[config.mk]
export PLATFORM = sky130hd
export DESIGN_NAME = ex_div_unit_flat
export DESIGN_NICKNAME = d
export VERILOG_FILES = /design/src/rtl/ex_div_unit_pkg.sv /design/src/rtl/ex_div_unit_if.sv /design/src/rtl/ex_div_unit_iter_step.sv /design/src/rtl/ex_div_unit.sv /design/src/flat_wrapper.sv
export SDC_FILE = /design/constraint.sdc
export NUM_CORES = 1
export LEC_CHECK = 0
export CORE_UTILIZATION = 25
export DETAILED_ROUTE_END_ITERATION = 7
export GPL_TIMING_DRIVEN = 0
export SLEW_MARGIN = 10
export SYNTH_ARGS = -nofsm -noshare
export SYNTH_HDL_FRONTEND = slang
export SYNTH_SLANG_ARGS = --single-unit
[constraint.sdc]
create_clock -name clk -period 8.1 [get_ports clk]
set_clock_uncertainty 0.15 [all_clocks]
set_input_delay 0.81 -clock clk [delete_from_list [all_inputs] [get_ports clk]]
set_output_delay 0.81 -clock clk [all_outputs]
set_load 0.01 [all_outputs]
[src/rtl/ex_div_unit_pkg.sv]
// Shared constants, FSM encoding and helpers for the EX-stage divider.
package ex_div_unit_pkg;

    localparam logic [5:0]  FUNCT_DIV  = 6'h1A;
    localparam logic [5:0]  FUNCT_DIVU = 6'h1B;
    localparam int unsigned DIV_ITER   = 32;
    localparam int unsigned CNT_W      = $clog2(DIV_ITER);

    typedef enum logic [1:0] {
        ST_IDLE = 2'd0,
        ST_CALC = 2'd1,
        ST_DONE = 2'd2
    } div_state_e;

    // Two's-complement magnitude; 0x80000000 maps to itself, which is correct as unsigned.
    function automatic logic [31:0] mag32(input logic [31:0] v);
        return v[31] ? -v : v;
    endfunction

endpackage

[src/rtl/ex_div_unit_if.sv]
// Pipeline <-> divider port bundle: request side is master, divider is slave.
interface ex_div_unit_if #(
    parameter int unsigned DATA_W = 32
);

    logic              start;
    logic [5:0]        funct;
    logic [DATA_W-1:0] dividend;
    logic [DATA_W-1:0] divisor;
    logic              flush;
    logic              stall;
    logic              done;
    logic [DATA_W-1:0] hi;
    logic [DATA_W-1:0] lo;

    modport master (
        output start, funct, dividend, divisor, flush,
        input  stall, done, hi, lo
    );

    modport slave (
        input  start, funct, dividend, divisor, flush,
        output stall, done, hi, lo
    );

endinterface

[src/rtl/ex_div_unit_iter_step.sv]
// One restoring shift-subtract step on unsigned magnitudes.
module div_iter_step #(
    parameter int unsigned DATA_W = 32
) (
    input  logic [DATA_W-1:0] rem_i,
    input  logic [DATA_W-1:0] quo_i,
    input  logic [DATA_W-1:0] dvs_i,
    output logic [DATA_W-1:0] rem_o,
    output logic [DATA_W-1:0] quo_o
);

    logic [DATA_W:0] shifted;
    logic            fits;

    // The shifted remainder needs one extra bit; the difference always fits back in DATA_W.
    always_comb begin
        shifted = {rem_i, quo_i[DATA_W-1]};
        fits    = shifted >= {1'b0, dvs_i};
        rem_o   = fits ? (shifted[DATA_W-1:0] - dvs_i) : shifted[DATA_W-1:0];
        quo_o   = {quo_i[DATA_W-2:0], fits};
    end

endmodule

[src/rtl/ex_div_unit.sv]
// Multi-cycle EX-stage divider (div/divu), 32 iterations, stalls the front of the pipe.
// Define DIV_SIGNED_EN to make funct 0x1A a signed divide; otherwise everything is unsigned.
module ex_div_unit
    import ex_div_unit_pkg::*;
#(
    parameter int unsigned DATA_W = 32
) (
    input  logic          clk,
    input  logic          rst,
    ex_div_unit_if.slave  div_if
);

    div_state_e        state_q;
    logic [CNT_W-1:0]  cnt_q;
    logic [DATA_W-1:0] rem_q, quo_q, dvs_q;
    logic [DATA_W-1:0] rem_d, quo_d;
    logic [DATA_W-1:0] hi_q, lo_q, hi_d, lo_d;
    logic [DATA_W-1:0] dvd_mag, dvs_mag;
    logic              done_q;
    logic              accept;

    assign accept        = (state_q == ST_IDLE) && div_if.start && !div_if.flush;
    assign div_if.stall  = accept || (state_q == ST_CALC);
    assign div_if.done   = done_q;
    assign div_if.hi     = hi_q;
    assign div_if.lo     = lo_q;

    div_iter_step #(.DATA_W(DATA_W)) u_step (
        .rem_i (rem_q),
        .quo_i (quo_q),
        .dvs_i (dvs_q),
        .rem_o (rem_d),
        .quo_o (quo_d)
    );

`ifdef DIV_SIGNED_EN
    logic              sgn_d;
    logic              qneg_q, rneg_q, dz_q;
    logic [DATA_W-1:0] dvd_q;

    assign sgn_d   = (div_if.funct == FUNCT_DIV);
    assign dvd_mag = sgn_d ? mag32(div_if.dividend) : div_if.dividend;
    assign dvs_mag = sgn_d ? mag32(div_if.divisor)  : div_if.divisor;

    always_ff @(posedge clk) begin
        if (rst) begin
            qneg_q <= 1'b0;
            rneg_q <= 1'b0;
            dz_q   <= 1'b0;
            dvd_q  <= '0;
        end else if (accept) begin
            qneg_q <= sgn_d && (div_if.dividend[DATA_W-1] ^ div_if.divisor[DATA_W-1]);
            rneg_q <= sgn_d && div_if.dividend[DATA_W-1];
            dz_q   <= (div_if.divisor == '0);
            dvd_q  <= div_if.dividend;
        end
    end

    // Divide-by-zero bypasses the sign fixup so lo=all-ones and hi=raw dividend.
    always_comb begin
        lo_d = dz_q ? '1    : (qneg_q ? -quo_q : quo_q);
        hi_d = dz_q ? dvd_q : (rneg_q ? -rem_q : rem_q);
    end
`else
    logic funct_unused;

    assign funct_unused = ^div_if.funct;
    assign dvd_mag      = div_if.dividend;
    assign dvs_mag      = div_if.divisor;
    assign lo_d         = quo_q;
    assign hi_d         = rem_q;
`endif

    always_ff @(posedge clk) begin
        if (rst) begin
            state_q <= ST_IDLE;
            cnt_q   <= '0;
            rem_q   <= '0;
            quo_q   <= '0;
            dvs_q   <= '0;
            hi_q    <= '0;
            lo_q    <= '0;
            done_q  <= 1'b0;
        end else begin
            case (state_q)
                ST_IDLE: begin
                    if (accept) begin
                        rem_q   <= '0;
                        quo_q   <= dvd_mag;
                        dvs_q   <= dvs_mag;
                        cnt_q   <= '0;
                        state_q <= ST_CALC;
                    end
                end
                ST_CALC: begin
                    if (div_if.flush) begin
                        state_q <= ST_IDLE;
                    end else begin
                        rem_q <= rem_d;
                        quo_q <= quo_d;
                        cnt_q <= cnt_q + CNT_W'(1);
                        if (cnt_q == CNT_W'(DIV_ITER - 1)) begin
                            state_q <= ST_DONE;
                            done_q  <= 1'b1;
                        end
                    end
                end
                ST_DONE: begin
                    done_q  <= 1'b0;
                    state_q <= ST_IDLE;
                    if (!div_if.flush) begin
                        hi_q <= hi_d;
                        lo_q <= lo_d;
                    end
                end
                default: begin
                    state_q <= ST_IDLE;
                    done_q  <= 1'b0;
                end
            endcase
        end
    end

endmodule
[src/flat_wrapper.sv]
// flat-port wrapper written by rule: the top's interface ports become plain ports
module ex_div_unit_flat import ex_div_unit_pkg::*;
#(
    parameter int unsigned DATA_W = 32
)
  (clk, rst, div_if_start, div_if_funct, div_if_dividend, div_if_divisor, div_if_flush, div_if_stall, div_if_done, div_if_hi, div_if_lo);
  ex_div_unit_if #(.DATA_W(DATA_W)) div_if_i ();
  input  logic clk;
  input  logic rst;
  input wire logic [$bits(div_if_i.start)-1:0] div_if_start;
  input wire logic [$bits(div_if_i.funct)-1:0] div_if_funct;
  input wire logic [$bits(div_if_i.dividend)-1:0] div_if_dividend;
  input wire logic [$bits(div_if_i.divisor)-1:0] div_if_divisor;
  input wire logic [$bits(div_if_i.flush)-1:0] div_if_flush;
  output wire logic [$bits(div_if_i.stall)-1:0] div_if_stall;
  output wire logic [$bits(div_if_i.done)-1:0] div_if_done;
  output wire logic [$bits(div_if_i.hi)-1:0] div_if_hi;
  output wire logic [$bits(div_if_i.lo)-1:0] div_if_lo;
  assign div_if_i.start = div_if_start;
  assign div_if_i.funct = div_if_funct;
  assign div_if_i.dividend = div_if_dividend;
  assign div_if_i.divisor = div_if_divisor;
  assign div_if_i.flush = div_if_flush;
  assign div_if_stall = div_if_i.stall;
  assign div_if_done = div_if_i.done;
  assign div_if_hi = div_if_i.hi;
  assign div_if_lo = div_if_i.lo;
  ex_div_unit #(.DATA_W(DATA_W)) u_core (.clk(clk), .rst(rst), .div_if(div_if_i));
endmodule
# == Word-level counts from Yosys, hierarchy flattened ==
# Index checks and enable logic that the tools add are counted.
# op_classes
div,0
shift,0
n_addsub,2
bitwise,2
n_mux,17
n_eq_ne,7
n_mul,0
reduce_logical,11
magnitude_cmp,1
# ops
operator,count
$mux 32,5
$pmux 32 s2,2
$ge 33x32->1,1
$sub 32x32->32,1
$mux 5,2
$pmux 5 s2,1
$mux 2,3
$reduce_and 2->1,3
$reduce_and 3->1,2
$add 5x1->5 const B,1
$eq 5x5->1 const B,1
$ne 2x2->1 const B,2
$pmux 2 s2,1
$ne 3x3->1 const B,1
$eq 2x1->1 const B,1
$eq 2x2->1 const B,1
$logic_and 1x1->1,2
$logic_not 2->1,1
$mux 1,2
$ne 2x1->1 const B,1
$not 1->1,2
$pmux 1 s2,1
$reduce_bool 2->1,1
$logic_not 1->1,1
$logic_or 1x1->1,1
# word_totals
latch_bits,0
romBits,0
memories,0
elab_cells,48
ramBits,0
out_inout_bits,66
ff_bits,168

# == Logic depth before layout (Yosys ltp) ==
# Gate-level depths: netlist of the first run.
# logic_depth
ltp_word,5
depth_mapped,13
ltp_nobuf,11

# == Modules after synthesis ==
# A second synthesis of the first run with hierarchy kept.
# unflattened
cells_unflattened,1145
area_unflattened_um2,8946.1
# modules_own_cells
module,cells_per_inst,seq_area_each_um2,n_inst,area_each_um2
ex_div_unit,790,3363.2,1,6374.9
div_iter_step,355,0.0,1,2571.2

# == Least setup slack after synthesis of the first run ==
# Ideal clock, no wire load.
# synth_timing
path_type,reg-to-reg
start,register u_core.dvs_q[9]
end,"register u_core.rem_q[18], in the netlist u_core.hi_d[18]"
path_stages_with_launch,12
synth_period_minus_slack_ps,2918
arrival_time_ps,2706
path_slack_ps,5182
setup_ps,62
path_cell_list,dfxtp_1 inv_1 ha_1 buf_2 nand3_1 or4_1 a21oi_1 o2111ai_1 a32oi_2 a41oi_4 or4b_1 nand3_1
# synth_via
elab_chain_cells,4
elab_cells_between_ends,5
# synth_lines
item,line_no,source
from (decl),ex_div_unit.sv:15,"logic [DATA_W-1:0] rem_q, quo_q, dvs_q;"
from (signal assigned),ex_div_unit.sv:90,dvs_q <= dvs_mag;
$sub 32x32->32 / $ge 33x32->1 (equally long branches),"ex_div_unit_iter_step.sv:19, ex_div_unit_iter_step.sv:18",
$mux 32 (*),ex_div_unit_iter_step.sv:19,rem_o = fits ? (shifted[DATA_W-1:0] - dvs_i) : shifted[DATA_W-1:0];
$mux 32 (*),ex_div_unit.sv:96,if (div_if.flush) begin
$pmux 32 s2 (*),ex_div_unit.sv:85,case (state_q)
to (signal assigned),ex_div_unit.sv:99,rem_q <= rem_d;
to (decl),ex_div_unit.sv:15,
# Mark *: on every way between the ends. The rest lies on a longest branch, timed or not. The select of a mux whose other input is x is not followed.
# A chain may end at the register's enable or synchronous reset.

# == Final worst setup path of the first run ==
# layout_timing
start,input port div_if_flush
end,output port div_if_stall
# layout_via
elab_chain_cells,3
# layout_lines
item,line_no,source
from (decl),flat_wrapper.sv:14,input wire logic [$bits(div_if_i.flush)-1:0] div_if_flush;
$logic_not 1->1,ex_div_unit.sv:22,assign accept = (state_q == ST_IDLE) && div_if.start && !div_if.flush;
$logic_and 1x1->1,ex_div_unit.sv:22,
$logic_or 1x1->1,ex_div_unit.sv:23,assign div_if.stall = accept || (state_q == ST_CALC);
to (decl),flat_wrapper.sv:15,output wire logic [$bits(div_if_i.stall)-1:0] div_if_stall;
# Every way passes these cells.

==> results.sh, run 1 <==
export IMPL_outcome="completed"
export IMPL_syn_nets=1163
export IMPL_cp_top_family="buffers and inverters"
export IMPL_synth_warning_count=0
export IMPL_end_kind="output pin"
export IMPL_synth_top_area_frac=0.416
export IMPL_dr_pass1_iters=5
export IMPL_yosysSeqAreaShare=0.416
export IMPL_core_area_um2=31600
export IMPL_placed_area_um2=9900
export IMPL_pin_count=140
export IMPL_power_total_uw=2120
export IMPL_cpPeakStageDelay_ns=0.51
export IMPL_dp_hpwl_um=18800
export IMPL_ys_flop_type="dfxtp_1"
export IMPL_cp_data_arrival_time_ns=2.75
export IMPL_hold_class="flip-flop to flip-flop"
export IMPL_num_vias=7792
export IMPL_grt_pass1_wl_um=39700
export IMPL_area_delta_synth_final_pct=30.2
export IMPL_start_util=0.255
export IMPL_startpoint_type="input pin"
export IMPL_setup_viol=0
export IMPL_r2r_start="u_core.dvs_q[10]$_SDFFE_PP0P_"
export IMPL_synth_top_cells_by_area="dfxtp_1 (42%), nand2_1 (13%), a21oi_1 (10%)"
export IMPL_clock_sinks=168
export IMPL_antenna_found_initial=1
export IMPL_synth_edf_count=0
export IMPL_ctsResizeCount=0
export IMPL_place_gp_congestion=0.856
export IMPL_grt_overflow_total=0
export IMPL_crit_slowest_cell="clkdlybuf4s50_1"
export IMPL_fin_tns_setup_ns=0
export IMPL_drtIter0Drc=527
export IMPL_clk_latency_ns=0.44
export IMPL_utilization=0.332
export IMPL_wl_per_cell_um=15.3
export IMPL_path_buf_inv=3
export IMPL_path_cells="clkbuf_1 -> nor2_1 -> nand3b_1 -> clkbuf_1 -> nand2_1 -> clkdlybuf4s50_1"
export IMPL_io_buffers=132
export IMPL_cts_hold_buf=0
export IMPL_grt_usage=0.153
export IMPL_timing_final_crit_share=0.458
export IMPL_startpoint="div_if_flush"
export IMPL_drc=0
export IMPL_synth_cell_types=56
export IMPL_fin_nets=1314
export IMPL_synthArstFlopShare=0
export IMPL_syn_area_um2=8080
export IMPL_grt_pass1_vias=7559
export IMPL_cp_common_cell="clkbuf_1"
export IMPL_cts_buffers=17
export IMPL_finalMaxSlewViolations=0
export IMPL_cts_root_buf="clkbuf_16"
export IMPL_wl_um=24700
export IMPL_cts_clk_slew_worst_paths_ns=0.07
export IMPL_clockBufferDepth=2
export IMPL_fp_row_count=65
export IMPL_critical_path_class="input pin to output pin"
export IMPL_dieArea_um2=33000
export IMPL_powerDensity_nw_per_um2=202
export IMPL_period_needed_ns=3.71
export IMPL_stdcell_count=1621
export IMPL_htree_num_levels=4
export IMPL_die_width_um=182
export IMPL_hold_start="u_core.div_if.hi[8]$_SDFFE_PP0P_"
export IMPL_yosysTopAreaCell="dfxtp_1"
export IMPL_cap_violations=0
export IMPL_peakVddDrop_mv=0.147
export IMPL_worst_pin_slew_ns=1.03
export IMPL_syn_inst=1054
export IMPL_drive_above_1_share=0.0386
export IMPL_fp_dieH_um=182
export IMPL_hold_viol=0
export IMPL_slew_headroom=0.303
export IMPL_cts_setup_buffers=0
export IMPL_fin_area_um2=10500
export IMPL_grt_max_degree=21
export IMPL_dp_cells=1588
export IMPL_rsz0062_at_grt="false"
export IMPL_synth_seq_cells=168
export IMPL_syn_avg_cell_area_um2=7.66
export IMPL_worstPathMaxFanout=10
export IMPL_ant_nets=0
export IMPL_cts_tree="built"
export IMPL_timing_fmax_mhz=270
export IMPL_routed_via_density=4.81
export IMPL_power_leakage_uw=0.00382
export IMPL_worst_endpoint_required_ns=7.14
==> cells by family (layout without fill, tap and decap cells) <==
kind of cell / after synthesis / count (layout) / synth area share
AOI/OAI and AO/OA: 284 / 284 / 0.213
muxes: 6 / 6 / 0.00759
adders and majority gates: 35 / 35 / 0.0552
and+or+nand+nor: 423 / 423 / 0.227
buffers and inverters: 112 / 276 / 0.0533
xor gates and xnor gates: 26 / 26 / 0.0282
DFF: 168 / 168 / 0.416
other: 0 / 1 / 0
==> report_power, final <==
part           switching [uW]  total (uW)  internal, uW
clock                     417         841           424
combinational             254         418           165
sequential               15.9         861           846
==> state kept, by name, indices dropped and copies added, names as in the netlist <==
signal,flops
u_core.hi_d,32
u_core.cnt_q,5
u_core.dvs_q,32
u_core.div_if.lo,32
u_core.div_if.done,1
u_core.div_if.hi,32
u_core.lo_d,32
u_core.state_q,2
==> metal layers <==
layer / GRT usage / vias up / wire length [um]
met2: 0.244 / 190 / 11200
met4: 0.0420 / 0 / 376
met1: 0.199 / 3635 / 11600
met3: 0.0471 / 26 / 1560
met5: 0 / - / 0
li1: - / 3941 / -
==> path summary, 6_finish.rpt <==
path                                                         end  slack, ns  cells past startpoint
worst min register to register  u_core.div_if.hi[8]$_SDFFE_PP0P_       0.30                      2
worst max-delay path                                div_if_stall       4.39                      6
worst min-delay path            u_core.div_if.hi[8]$_SDFFE_PP0P_       0.30                      2
worst max register to register      u_core.hi_d[31]$_SDFFE_PP0P_       4.61                     12
==> synthesized netlist by cell type, drive strengths merged (14+ instances only) <==
cell,number
o21ai,24
ha,34
buf,16
a22oi,32
dfxtp,168
a21oi,165
xor2,14
inv,40
nand3,75
nand2,272
clkbuf,56
nor2,25
==> area by class of cell <==
class	count	area, um2
fillers	3366	21100
multi-input cells	774	4280
flip-flops and latches	168	3360
repair buffers	132	1320
well taps	402	503
clock buffers	17	425
plain buffers	72	280
clock inverters	15	189
inverters	40	150
diodes	1	2.50
==> cell usage in the layout (no fill, tap or decap), drive strengths merged, types with 8 or more instances in the layout <==
cell type      netlist  routed
xor2                14      14
a21oi              165     165
nor3                11      11
dfxtp              168     168
nand2              272     272
a21o                13      13
inv                 40      49
buf                 16      16
o21ai               24      24
ha                  34      34
nor2                25      25
xnor2               12      12
a32oi                8       8
clkdlybuf4s50        0     132
nand3               75      75
a22oi               32      32
clkbuf              56      73
==> through the flow <==
| stage | setup slack [ns] | hold slack, ns |
|---|---|---|
| after CTS | 4.39 | 0.307 |
| after floorplan | 5.18 | 0.286 |
| after detailed placement | 4.35 | 0.298 |
| after global routing | 4.26 | 0.320 |
| final | 4.39 | 0.304 |
| after global placement | 4.37 | 0.295 |
==> tightest hold or removal path, delay by kind of cell (launching register included) <==
kind | cells | cell delay [ns]
flip-flops | 1 | 0.31
AND/OR/NAND/NOR | 1 | 0.05
AO/OA/AOI/OAI | 1 | 0.05
Power figures use the tool's default switching activity.
==> run 2, diff against run 1 <==
- clock period: 8.1 -> 3.26 ns (I/O delays scaled with it)
==> results.sh, run 2 (synthesis gave the netlist of run 1 again) <==
export IMPL_drc=0
export IMPL_dr_pass1_iters=5
export IMPL_path_buf_inv=2
export IMPL_crit_slowest_cell="or4b_4"
export IMPL_start_util=0.255
export IMPL_timing_final_crit_share=0.985
export IMPL_dp_slack_ns=-0.158
export IMPL_hold_class="input pin to flip-flop"
export IMPL_startpoint_type="flip-flop"
export IMPL_clk_latency_ns=0.44
export IMPL_hold_start="div_if_flush"
export IMPL_outcome="completed"
export IMPL_fp_row_count=65
export IMPL_htree_num_levels=4
export IMPL_peakVddDrop_mv=0.389
export IMPL_pin_count=140
export IMPL_cpPeakStageDelay_ns=0.57
export IMPL_slew_headroom=0.284
export IMPL_grt_max_degree=21
export IMPL_dieArea_um2=33000
export IMPL_setup_viol=0
export IMPL_io_buffers=132
export IMPL_wl_um=24900
export IMPL_r2r_setup_slack_ns=0.05
export IMPL_timing_fmax_mhz=311
export IMPL_grt_usage=0.153
export IMPL_ant_nets=0
export IMPL_period_needed_ns=3.21
export IMPL_wl_per_cell_um=15.3
export IMPL_final_common_cell="nand2_1"
export IMPL_cts_hold_buf=0
export IMPL_drtIter0Drc=504
export IMPL_place_gp_congestion=0.856
export IMPL_cp_top_family="simple AND/OR/NAND/NOR gates"
export IMPL_fin_hold_ws_ns=0.186
export IMPL_grt_pass1_wl_um=39800
export IMPL_fp_dieH_um=182
export IMPL_drive_above_1_share=0.0583
export IMPL_num_vias=7810
export IMPL_timing_final_ws_setup_ns=0.0494
export IMPL_area_delta_synth_final_pct=31.8
export IMPL_r2r_start="u_core.dvs_q[10]$_SDFFE_PP0P_"
export IMPL_critical_path_class="flip-flop to flip-flop"
export IMPL_core_area_um2=31600
export IMPL_routed_via_density=4.82
export IMPL_cp_data_arrival_time_ns=3.44
export IMPL_power_leakage_uw=0.00388
export IMPL_die_width_um=182
export IMPL_path_cells="inv_1 -> ha_1 -> buf_4 -> nand3_2 -> or4_4 -> a21oi_2 -> o2111ai_2 -> a32oi_2 -> a41oi_4 -> or4b_4 -> nand3_1"
export IMPL_cap_violations=0
export IMPL_r2r_cells=11
export IMPL_hold_viol=0
export IMPL_r2r_end="u_core.hi_d[8]$_SDFFE_PP0P_"
export IMPL_antenna_found_initial=1
export IMPL_worst_endpoint_required_ns=3.49
export IMPL_min_to="u_core.state_q[1]$_SDFFE_PP0P_"
export IMPL_grt_pass1_vias=7565
export IMPL_cts_clk_slew_worst_paths_ns=0.08
export IMPL_grt_overflow_total=0
export IMPL_powerDensity_nw_per_um2=505
export IMPL_power_total_uw=5370
export IMPL_finalMaxSlewViolations=0
export IMPL_end_kind="flip-flop"
export IMPL_cts_root_buf="clkbuf_16"
export IMPL_clockBufferDepth=2
export IMPL_cts_buffers=17
export IMPL_hold_path_depth=2
export IMPL_fin_nets=1314
export IMPL_cts_tree="built"
export IMPL_dp_hpwl_um=18800
export IMPL_clock_sinks=168
export IMPL_worst_pin_slew_ns=1.07
export IMPL_worstPathMaxFanout=7
export IMPL_layout_common_cells="nand2_1 (270), dfxtp_1 (166), a21oi_1 (163)"
-- run 2: cell types whose count changed in the layout (fill, tap and decap cells not counted), moves of 3 or more --
cell | before | now
buf_4 | 0 | 10
clkbuf_4 | 0 | 3
buf_2 | 7 | 2
clkbuf_1 | 55 | 46
-- run 2: metrics by stage --
stage / utilization / TNS (ns) / instances / area, um2
5_1_grt: 0.336 / -0.267 / 1620 / 10600
4_1_cts: 0.333 / 0 / 1621 / 10500
6_report: 0.337 / 0 / 1621 / 10600
3_3_place_gp: 0.313 / -1.09 / 1588 / 9900
3_5_place_dp: 0.313 / -1.98 / 1588 / 9900
2_1_floorplan: - / 0 / 1054 / 8080
-- run 2: layer usage --
metal | vias up | global-route usage | wire length, um
met4 | 0 | 0.0417 | 319
met2 | 171 | 0.243 | 11400
met3 | 18 | 0.0471 | 1510
li1 | 3944 | - | -
met5 | - | 0 | 0
met1 | 3677 | 0.200 | 11600
-- run 2: what timing repair did --
item | CTS | global route
setup endpoints to repair | 30 | 32
pin swaps | 1 | 7
buffers inserted | 1 | 5
resized for setup | 2 | 42
-- run 2: how the worst max path moves through the flow --
stage                                  start                           end  cells past startpoint
2_1_floorplan   u_core.dvs_q[9]$_SDFFE_PP0P_  u_core.hi_d[18]$_SDFFE_PP0P_                     11
3_3_place_gp   u_core.dvs_q[11]$_SDFFE_PP0P_  u_core.hi_d[31]$_SDFFE_PP0P_                     12
3_5_place_dp   u_core.dvs_q[11]$_SDFFE_PP0P_  u_core.hi_d[31]$_SDFFE_PP0P_                     12
4_1_cts        u_core.dvs_q[18]$_SDFFE_PP0P_  u_core.hi_d[23]$_SDFFE_PP0P_                     12
5_1_grt        u_core.dvs_q[10]$_SDFFE_PP0P_   u_core.hi_d[8]$_SDFFE_PP0P_                     11
6_report       u_core.dvs_q[10]$_SDFFE_PP0P_   u_core.hi_d[8]$_SDFFE_PP0P_                     11
-- run 2: cell type report --
| cell class | instances | area [um2] |
|---|---|---|
| Multi-Input combinational cell | 774 | 4350 |
| Antenna cell | 1 | 2.50 |
| Clock inverter | 15 | 189 |
| Inverter | 40 | 150 |
| Timing Repair Buffer | 138 | 1370 |
| Clock buffer | 17 | 425 |
| Sequential cell | 168 | 3370 |
| Tap cell | 402 | 503 |
| Buffer | 66 | 292 |
| Fill cell | 3357 | 21000 |
-- run 2: power breakdown --
| group | internal (uW) | switching, uW | total [uW] |
|---|---|---|---|
| Clock | 1050 | 1040 | 2090 |
| Sequential | 2100 | 39.7 | 2140 |
| Combinational | 485 | 655 | 1140 |
==> run 3, diff against run 2 <==
- CAP_MARGIN: default -> 25
==> results.sh, run 3 (synthesis gave the netlist of run 1 again) <==
export IMPL_grt_met3_usage=0.0471
export IMPL_place_gp_congestion=0.856
export IMPL_timing_final_crit_share=0.985
export IMPL_worst_endpoint_required_ns=3.49
export IMPL_combPwrFrac=0.212
export IMPL_grt_overflow_total=0
export IMPL_cts_tree="built"
export IMPL_final_common_cell="nand2_1"
export IMPL_power_frac_clock=0.390
export IMPL_grt_met2_usage=0.243
export IMPL_dr_pass1_iters=7
export IMPL_area_delta_synth_final_pct=31.9
export IMPL_num_vias=7754
export IMPL_drc=0
export IMPL_utilization=0.337
export IMPL_dp_hpwl_um=18800
export IMPL_io_buffers=132
export IMPL_fin_tns_setup_ns=0
export IMPL_clock_sinks=168
export IMPL_hold_viol=0
export IMPL_fp_dieH_um=182
export IMPL_cts_clk_slew_worst_paths_ns=0.08
export IMPL_grt_util_met1=0.200
export IMPL_grt_max_degree=21
export IMPL_peakVddDrop_mv=0.391
export IMPL_cp_data_arrival_time_ns=3.44
export IMPL_wl_per_cell_um=15.4
export IMPL_worstPathMaxFanout=7
export IMPL_routed_via_density=4.78
export IMPL_start_util=0.255
export IMPL_hold_class="input pin to flip-flop"
export IMPL_power_total_uw=5380
export IMPL_drive_above_1_share=0.0582
export IMPL_pwr_share_seq=0.398
export IMPL_critical_path_class="flip-flop to flip-flop"
export IMPL_fp_row_count=65
export IMPL_fin_nets=1315
export IMPL_cts_hold_buf=0
export IMPL_layout_common_cells="nand2_1 (271), dfxtp_1 (166), a21oi_1 (163)"
export IMPL_p_sw_frac=0.323
export IMPL_clockBufferDepth=2
export IMPL_period_needed_ns=3.21
export IMPL_cts_buffers=17
export IMPL_grt_pass1_wl_um=39800
export IMPL_placed_area_um2=9900
export IMPL_grt_busiest_layer="met2"
export IMPL_cap_violations=0
export IMPL_drtIter0Drc=488
export IMPL_clk_latency_ns=0.44
export IMPL_pin_count=140
export IMPL_startpoint_type="flip-flop"
export IMPL_wl_um=24900
export IMPL_worst_pin_slew_ns=0.966
export IMPL_slew_headroom=0.347
export IMPL_grt_usage=0.153
export IMPL_ant_nets=0
export IMPL_power_leakage_uw=0.00388
export IMPL_timing_fmax_mhz=311
export IMPL_finalMaxSlewViolations=0
export IMPL_die_width_um=182
export IMPL_powerDensity_nw_per_um2=505
export IMPL_setup_viol=0
export IMPL_fillCellCount=3357
export IMPL_dieArea_um2=33000
export IMPL_antenna_found_initial=1
export IMPL_p_switching_uw=1740
export IMPL_p_int_uw=3640
export IMPL_core_area_um2=31600
export IMPL_outcome="completed"
export IMPL_cts_root_buf="clkbuf_16"
export IMPL_fin_area_um2=10600
export IMPL_end_kind="flip-flop"
export IMPL_grt_pass1_vias=7565
export IMPL_htree_num_levels=4
run 3: per-stage QoR:
stage	worst slack [ns]	instances	hold WS (ns)
2_1_floorplan	0.342	1054	0.286
3_3_place_gp	-0.106	1588	0.295
3_5_place_dp	-0.158	1588	0.298
4_1_cts	0.0102	1621	0.163
5_1_grt	-0.0472	1621	0.235
6_report	0.0496	1622	0.177
run 3: power groups by stage:
| stage | Combinational [uW] | Sequential (uW) | Clock [uW] |
|---|---|---|---|
| global route | 1250 | 2150 | 2220 |
| global placement | 1020 | 2190 | 0 |
| floorplan | 711 | 2180 | 0 |
| CTS | 1050 | 2140 | 2130 |
| detailed placement | 1030 | 2190 | 0 |
| finish | 1140 | 2140 | 2090 |
run 3: area by class of cell:
cell class	count	area [um2]	area share
flip-flops and latches	168	3370	0.316
diodes	1	2.50	0.000235
multi-input cells	774	4350	0.409
plain buffers	66	292	0.0274
well taps	402	503	0.0472
clock buffers	17	425	0.0399
clock inverters	15	189	0.0177
repair buffers	139	1370	0.129
inverters	40	150	0.0141
run 3: layer usage:
| metal | share of wire | wire, um |
|---|---|---|
| met4 | 0.014 | 344 |
| met2 | 0.46 | 11300 |
| met1 | 0.47 | 11700 |
| met3 | 0.062 | 1540 |
| met5 | 0 | 0 |
run 3: final timing paths:
path	startpoint	end	slack (ns)	cells after the start
setup / recovery	u_core.dvs_q[10]$_SDFFE_PP0P_	u_core.hi_d[8]$_SDFFE_PP0P_	0.05	11
hold / removal	div_if_flush	u_core.state_q[1]$_SDFFE_PP0P_	0.18	2
setup reg to reg	u_core.dvs_q[10]$_SDFFE_PP0P_	u_core.hi_d[8]$_SDFFE_PP0P_	0.05	11
hold reg to reg	u_core.div_if.hi[8]$_SDFFE_PP0P_	u_core.div_if.hi[8]$_SDFFE_PP0P_	0.31	2
run 3: critical path, cell delays in order, from the launching register on:
cell	delay, ns
dfxtp_2	0.33
inv_1	0.05
ha_1	0.28
buf_4	0.16
nand3_2	0.08
or4_4	0.53
a21oi_2	0.14
o2111ai_2	0.12
a32oi_2	0.39
a41oi_4	0.25
or4b_4	0.57
nand3_1	0.09
run 3: what timing repair did:
item,4_1_cts,5_1_grt
buffers inserted,1,5
resized for setup,2,41
pin swaps,1,7
gates cloned,0,0
endpoints found under the setup margin,30,32
